File: config.mk
export PLATFORM = sky130hd
export DESIGN_NAME = max7219_spi_rx
export DESIGN_NICKNAME = d
export VERILOG_FILES = /design/src/rtl/max7219_spi_rx.sv
export SDC_FILE = /design/constraint.sdc
export NUM_CORES = 1
export LEC_CHECK = 0
export CORE_UTILIZATION = 45
export DETAILED_ROUTE_END_ITERATION = 8
export GPL_TIMING_DRIVEN = 0
export PLACE_DENSITY = 0.79
export SLEW_MARGIN = 20
export SYNTH_ARGS = -nofsm -noshare
export SYNTH_HDL_FRONTEND = slang
export SYNTH_SLANG_ARGS = --single-unit
File: constraint.sdc
create_clock -name clk -period 4.1 [get_ports clk]
set_input_delay 0.41 -clock clk [delete_from_list [all_inputs] [get_ports clk]]
set_output_delay 0.41 -clock clk [all_outputs]
set_load 0.05 [all_outputs]
File: src/rtl/max7219_spi_rx.sv
// MAX7219 receiver model: oversamples DIN/CLK/CS, assembles 16-bit words and decodes them into the register file.
// Optional build macro MAX7219_DOUT_EN enables the daisy-chain output on spi_dout.
module max7219_spi_rx #(
    parameter int SYNC_STAGES = 2,
    parameter int FRAME_W     = 64
) (
    input  logic               clk,
    input  logic               rst_n,
    input  logic               spi_din,
    input  logic               spi_clk,
    input  logic               spi_cs,
    output logic               spi_dout,
    output logic [FRAME_W-1:0] frame,
    output logic [7:0]         decode_mode,
    output logic [3:0]         intensity,
    output logic [2:0]         scan_limit,
    output logic               shutdown_n,
    output logic               display_test,
    output logic               word_valid,
    output logic [3:0]         word_addr,
    output logic [7:0]         word_data,
    output logic               frame_err
);

    typedef enum logic [1:0] {IDLE, SHIFT, COMMIT} state_t;

    state_t                 state;
    logic [15:0]            sreg;
    logic [4:0]             bitcnt;
    logic [SYNC_STAGES-1:0] din_sync_q;
    logic [SYNC_STAGES-1:0] sclk_sync_q;
    logic [SYNC_STAGES-1:0] cs_sync_q;
    logic                   sclk_prev_q;
    logic                   cs_prev_q;
    logic                   din_s;
    logic                   sclk_s;
    logic                   cs_s;
    logic                   sclk_rise;
    logic                   cs_fall;
    logic                   cs_rise;
    logic [2:0]             row;

    // CS resets to the low sample so a frame already in progress at reset release never shows a cs_fall.
    // NOTE: every flop here uses non-blocking assignment so all registers update from the same pre-edge values.
    always_ff @(posedge clk or negedge rst_n) begin
        if (!rst_n) begin
            din_sync_q  <= '0;
            sclk_sync_q <= '0;
            cs_sync_q   <= '0;
            sclk_prev_q <= 1'b0;
            cs_prev_q   <= 1'b0;
        end else begin
            din_sync_q  <= {din_sync_q[SYNC_STAGES-2:0], spi_din};
            sclk_sync_q <= {sclk_sync_q[SYNC_STAGES-2:0], spi_clk};
            cs_sync_q   <= {cs_sync_q[SYNC_STAGES-2:0], spi_cs};
            sclk_prev_q <= sclk_sync_q[SYNC_STAGES-1];
            cs_prev_q   <= cs_sync_q[SYNC_STAGES-1];
        end
    end

    assign din_s     = din_sync_q[SYNC_STAGES-1];
    assign sclk_s    = sclk_sync_q[SYNC_STAGES-1];
    assign cs_s      = cs_sync_q[SYNC_STAGES-1];
    assign sclk_rise = sclk_s & ~sclk_prev_q;
    assign cs_fall   = ~cs_s & cs_prev_q;
    assign cs_rise   = cs_s & ~cs_prev_q;

    // Digit registers 1..8 map to rows 0..7; address 8 wraps to row 7 through the 3-bit subtract.
    assign row = sreg[10:8] - 3'd1;

    always_ff @(posedge clk or negedge rst_n) begin
        if (!rst_n) begin
            state        <= IDLE;
            sreg         <= '0;
            bitcnt       <= '0;
            frame        <= '0;
            decode_mode  <= '0;
            intensity    <= '0;
            scan_limit   <= '0;
            shutdown_n   <= 1'b0;
            display_test <= 1'b0;
            word_valid   <= 1'b0;
            word_addr    <= '0;
            word_data    <= '0;
            frame_err    <= 1'b0;
        end else begin
            word_valid <= 1'b0;
            frame_err  <= 1'b0;
            case (state)
                IDLE: begin
                    if (cs_fall) begin
                        state  <= SHIFT;
                        sreg   <= '0;
                        bitcnt <= '0;
                    end
                end
                SHIFT: begin
                    // A bit arriving in the same cycle as the CS rise belongs to no word.
                    if (cs_rise) begin
                        state <= COMMIT;
                    end else if (sclk_rise) begin
                        sreg <= {sreg[14:0], din_s};
                        if (bitcnt != 5'd31) begin
                            bitcnt <= bitcnt + 5'd1;
                        end
                    end
                end
                COMMIT: begin
                    state <= IDLE;
                    if (bitcnt >= 5'd16) begin
                        word_valid <= 1'b1;
                        word_addr  <= sreg[11:8];
                        word_data  <= sreg[7:0];
                        case (sreg[11:8])
                            4'h1, 4'h2, 4'h3, 4'h4,
                            4'h5, 4'h6, 4'h7, 4'h8: frame[{row, 3'b000} +: 8] <= sreg[7:0];
                            4'h9: decode_mode  <= sreg[7:0];
                            4'hA: intensity    <= sreg[3:0];
                            4'hB: scan_limit   <= sreg[2:0];
                            4'hC: shutdown_n   <= sreg[0];
                            4'hF: display_test <= sreg[0];
                            default: ;
                        endcase
                    end else begin
                        frame_err <= 1'b1;
                    end
                end
                default: state <= IDLE;
            endcase
        end
    end

`ifdef MAX7219_DOUT_EN
    logic sclk_fall;

    assign sclk_fall = ~sclk_s & sclk_prev_q;

    // Presenting sreg[15] on the falling edge delays each bit by exactly 16 SPI clocks.
    always_ff @(posedge clk or negedge rst_n) begin
        if (!rst_n) begin
            spi_dout <= 1'b0;
        end else if (state == IDLE) begin
            spi_dout <= 1'b0;
        end else if (state == SHIFT && sclk_fall) begin
            spi_dout <= sreg[15];
        end
    end
`else
    logic unused_sreg_msb;

    assign unused_sreg_msb = sreg[15];
    assign spi_dout        = 1'b0;
`endif

endmodule

==> results of run 1 <==
how the worst max path moves through the flow:
stage           endpoint  depth (start not counted)  slack, ns
4_1_cts        frame[33]                         10       0.79
6_report        frame[0]                          8       0.77
2_1_floorplan   frame[0]                          9       1.23
3_5_place_dp   frame[33]                         10       0.79
3_3_place_gp   frame[11]                          1      -1.83
5_1_grt        frame[33]                         10       0.54
placed cells by master (no fill, tap or decap), types with 12 or more instances in the layout:
master,count
dfrtp_1,122
clkbuf_16,16
clkdlybuf4s50_1,98
inv_1,17
o21ai_0,13
nand2_1,27
clkbuf_1,14
ha_1,12
mux2_2,74
mux2i_1,12
nor3_1,19
cell type report:
type                    instances  area, um^2
plain buffers                  18       80.08
clock inverters                 7       112.6
well taps                     140       175.2
clock buffers                  25       484.2
fillers                       870        4010
multi-input cells             216        1832
flip-flops and latches        122        3053
inverters                      17       63.81
repair buffers                101        1030
registers in the layout (all words and copies together) (netlist names), 2 cells and up:
name,count
intensity,4
word_data,8
frame,64
scan_limit,3
word_addr,4
sclk_sync_q,2
sreg,12
din_sync_q,2
bitcnt,5
state,2
decode_mode,8
cs_sync_q,2
per-layer routing:
layer  global-route usage (%)  share of wire (%)  wire length, um
met1                    25.85                 42             4801
met2                    34.80                 50             5644
met3                    6.477                5.2              588
met4                    10.18                2.6              291
met5                        0                  0                0
cells by family after synthesis:
| logic type | count (synthesis) | share of synthesized area [%] |
|---|---|---|
| compound gates | 23 | 2.986 |
| fa+ha+maj | 12 | 2.986 |
| simple gates | 84 | 9.281 |
| flops | 122 | 60.71 |
| buf+inv | 35 | 2.861 |
| mux | 94 | 20.75 |
| other cells | 1 | 0.07457 |
| xor+xnor | 2 | 0.3484 |
through the flow:
stage	instance area [um^2]	TNS [ns]	util (%)	hold WS, ns	worst slack, ns
after global routing	6830	0	63.01	0.3276	0.5389
after detailed placement	6223	0	57.41	0.3347	0.7893
after CTS	6830	0	63.01	0.3071	0.7929
after global placement	6195	-221.95	57.14	0.3362	-1.827
final	6830	0	63.01	0.3363	0.7732
after floorplan	5029	0	-	0.1144	1.232
report_power, final:
part / leakage (nW) / switching, mW / internal (mW) / total, mW
Sequential: 1.68 / 0.0299 / 1.23 / 1.26
Combinational: 1.25 / 0.0969 / 0.0420 / 0.139
Clock: 0.292 / 0.498 / 0.987 / 1.49
timing repair:
action / CTS / global route
hold buffers: 1 / 0
endpoints found under the hold margin: 56 / 0
setup buffers: 0 / 0
==> reports/qor.txt, run 1 <==
CP Data Arrival Time: 3.71 ns
Mapped Avg Cell Area: 13.48 um^2
GRT overflow: 0
Placed Cells: 613
Top delay family on crit path: buffers and inverters
Port Buf Inserts: 99
Synth top area share: 60.71%
clock sink count: 122
Slew headroom: 50.36%
HP Start: spi_din
# rows: 38
power per cell area: 422.4 mW/mm^2
final setup fails: 0
FF-to-FF End: frame[0]
clk_skew: 0.01127 ns
num ports: 101
RSZ-0062 raised after global routing: no
f_max: 0.3006 GHz
Hold Path Stages: 1
worst-path maximum fanout: 10
vias in the first global route: 3,630
cell repeated most along the worst path: clkbuf_1
router iterations before antenna repair: 4
delay of the slowest critical-path stage: 0.54 ns
Core Area: 0.01084 mm^2
Worst setup SP type: flop
most frequent cells after synthesis: dfrtp_1, mux2_2, nand2_1, nor3_1, inv_1
Setup Crit Path Kind: flop to flop
routed wire length: 11.33 mm
Ant. Diodes: 0
post-synthesis sequential area ratio: 60.71%
Req. time, crit path: 4.48 ns
Synth async-reset ratio: 100.0%
H-tree depth: 4
Die Wd: 107.7 um
Reg-to-Reg Start: sreg[8]
top cells by area, synth: dfrtp_1, mux2_2, ha_1
largest net degree at the start of global routing: 67
Yosys cell types: 34
GR Util All Layers: 21.37%
Critical-path top delay cell: or4b_1
R2R cell count: 8
clock slew at reported path FFs: 0.05 ns
yosys warns: 0
hpwl dp: 7.849 mm
Mapped Cells: 373
Hold Crit Endpoint: din_sync_q[0]
worst hold path class: input pin to flop
Post-synth EDFFs: 0
Root Buffer: clkbuf_8
initial antenna violation count: 0
post-layout min period: 3.327 ns
clock buffer count from CTS: 17
Layout area overhead: 35.83%
Die Span Y: 107.7 um
VDD IR-drop max: 0.2168 mV
Synth Register Bits: 122
Final #Nets: 510
Starting Density: 46.39%
Final Hold Viols: 0
max_cap viols: 0
post-CTS sizing: 0
total power: 2.885 mW
synthesized area: 0.005029 mm^2
worst-margin pin slew: 0.7446 ns
antenna viol nets, final: 0
P_leak: 3.222 nW
share of layout cells above drive strength 1: 22.13%
most common cell in the netlist: dfrtp_1
Max Slew Vio Count: 0
R2R Setup Slk: 0.77 ns
die area: 0.01160 mm^2
first-pass GRT wire length: 18.39 mm
Buf/Inv on CP: 4
CP Capture Type: flop
dominant cell type by area after synthesis: dfrtp_1
CTS Buffer Depth: 2
CTS tree: done
detailed-route DRC error count: 0
period utilisation layout: 81.14%
prevailing post-synth register cell: dfrtp_1
initial DRC count: 121
wire per inst: 17.53 um
status: completed
clock latency on the worst-skew pair: 0.51 ns
Vias: 3,383
Placer Congestion: 0.7759
vias per cell: 5.237
syn nets: 390
critical path, cell by cell: clkbuf_1 > inv_1 > ha_1 > clkbuf_1 > nand3_1 > or4b_1 > buf_2 > mux2_1
final non-filler cell total: 646
crit path launch: sreg[8]
No activity file was read; power rests on OpenSTA's default activity.
==> run 2: changes to the inputs <==
--- a/config.mk
+++ b/config.mk
@@ -8,7 +8,7 @@
 export CORE_UTILIZATION = 45
 export DETAILED_ROUTE_END_ITERATION = 8
 export GPL_TIMING_DRIVEN = 0
-export PLACE_DENSITY = 0.79
+export PLACE_DENSITY = 0.82
 export SLEW_MARGIN = 20
 export SYNTH_ARGS = -nofsm -noshare
 export SYNTH_HDL_FRONTEND = slang
==> constraint.sdc (replaced) <==
create_clock -name clk -period 2.8 [get_ports clk]
set_input_delay 0.28 -clock clk [delete_from_list [all_inputs] [get_ports clk]]
set_output_delay 0.28 -clock clk [all_outputs]
set_load 0.05 [all_outputs]
==> reports/qor.txt, run 2 (synthesized netlist as in run 1, its figures left out) <==
final setup fails: 0
vias per cell: 5.231
RSZ-0062 raised after global routing: no
biggest regs: frame (64), sreg (12)
internal power component: 3.160 mW
Psw: 911.0 uW
max_cap viols: 0
Final Hold Viols: 0
router iterations before antenna repair: 4
clock latency on the worst-skew pair: 0.51 ns
Req. time, crit path: 3.19 ns
Setup Crit Path Kind: flop to flop
most flop-heavy register: frame
Root Buffer: clkbuf_8
Die Span Y: 107.7 um
max reg flops: 64
Layout area overhead: 35.88%
# rows: 38
Core Area: 0.01084 mm^2
clock power share: 49.6%
Ant. Diodes: 0
total power: 4.071 mW
clock slew at reported path FFs: 0.06 ns
clock sink count: 122
die area: 0.01160 mm^2
VDD IR-drop max: 0.3313 mV
share of layout cells above drive strength 1: 24.02%
most common cell after layout, fill and taps aside: dfrtp_1
worst-path maximum fanout: 10
num ports: 101
Sequential Power Share: 45.4%
Worst setup SP type: flop
status: completed
Max Slew Vio Count: 0
initial DRC count: 165
Final #Nets: 513
largest net degree at the start of global routing: 84
commonest non-fill, non-tap cells in the layout: dfrtp_1, clkdlybuf4s50_1, mux2_2
Die Wd: 107.7 um
CP Data Arrival Time: 3.05 ns
power per cell area: 595.8 mW/mm^2
post-layout min period: 2.664 ns
GR Util All Layers: 21.89%
CTS Buffer Depth: 2
TNS Setup: 0 ns
clock buffer count from CTS: 17
Starting Density: 46.39%
wire per inst: 18.03 um
vias in the first global route: 3,573
detailed-route DRC error count: 0
hpwl dp: 7.966 mm
P_leak: 3.234 nW
initial antenna violation count: 0
period utilisation layout: 95.14%
first-pass GRT wire length: 18.72 mm
Net Sw Frac: 22.38%
antenna viol nets, final: 0
Vias: 3,390
clk_skew: 0.006525 ns
CTS tree: done
Comb power frac: 5.0%
Slew headroom: 49.23%
Placer Congestion: 0.7810
worst hold path class: input pin to flop
FF/Latch Area: 0.003054 mm^2
routed wire length: 11.68 mm
Port Buf Inserts: 99
worst-margin pin slew: 0.7616 ns
CP Capture Type: flop
Multi-input gate area: 0.001842 mm^2
f_max: 0.3754 GHz
H-tree depth: 4
GRT overflow: 0
Fill cells: 865
run 2: changes by cell type in the layout (fill, tap and decap cells not counted), moves of 2 or more:
cell and change:
buf_4 +5, clkbuf_1 -4, clkbuf_8 -2, clkinv_2 +3
run 2: cell type report:
class                           instances  area share (%)
Sequential cell                       122           44.70
Multi-Input combinational cell        216           26.95
Timing Repair Buffer                  106           15.62
Clock buffer                           22           6.629
Tap cell                              140           2.564
Clock inverter                          9           1.428
Buffer                                 16           1.117
Inverter                               17          0.9888
run 2: timing repair:
action	in CTS	in global routing
hold buffers	1	0
hold endpoints to repair	39	0
buffers inserted	4	1
setup endpoints to repair	64	16
pin swaps	0	1
gates resized for setup	5	0
run 2: final timing paths:
| kind | from | to | slack, ns | depth (start not counted) |
|---|---|---|---|---|
| setup reg to reg | sreg[8] | frame[0] | 0.14 | 8 |
| hold / removal | spi_clk | sclk_sync_q[0] | 0.21 | 1 |
| setup / recovery | sreg[8] | frame[0] | 0.14 | 8 |
| max in group asynchronous | rst_n | sreg[8] | 1.82 | 3 |
| hold reg to reg | din_sync_q[0] | din_sync_q[1] | 0.35 | 0 |
| min in group asynchronous | rst_n | frame[17] | 0.24 | 2 |
run 2: power by group through the flow:
stage / clock network (mW) / logic [mW] / registers (mW)
finish: 2.02 / 0.205 / 1.85
global route: 2.15 / 0.229 / 1.85
CTS: 2.05 / 0.210 / 1.85
detailed placement: 0 / 0.206 / 1.88
global placement: 0 / 0.189 / 1.87
floorplan: 0 / 0.111 / 1.86
run 2: critical path, cell delays in order (launching register included):
cell,delay [ns]
dfrtp_2,0.37
clkbuf_4,0.21
clkinvlp_4,0.10
ha_2,0.21
xnor2_2,0.15
ha_1,0.41
or4b_1,0.55
buf_2,0.21
mux2_1,0.34
run 2: through the flow:
stage | std cells | util [%] | hold WS [ns] | instance area, um^2 | setup WS [ns]
4_1_cts | 648 | 63.00 | 0.1894 | 6829 | 0.07974
3_5_place_dp | 613 | 57.42 | 0.2141 | 6225 | -0.3100
6_report | 648 | 63.03 | 0.2138 | 6833 | 0.1360
5_1_grt | 648 | 63.03 | 0.1912 | 6833 | 0.04465
2_1_floorplan | 373 | - | -0.01559 | 5030 | 0.05632
3_3_place_gp | 612 | 57.16 | 0.3366 | 6196 | -3.020
run 2: routing by layer:
metal  share of wire (%)  global-route usage, %  wire (um)
met1                  44                  28.13       5145
met2                  50                  35.39       5855
met3                 4.5                  5.690        520
met4                 1.4                  8.513        159
met5                   0                      0          0
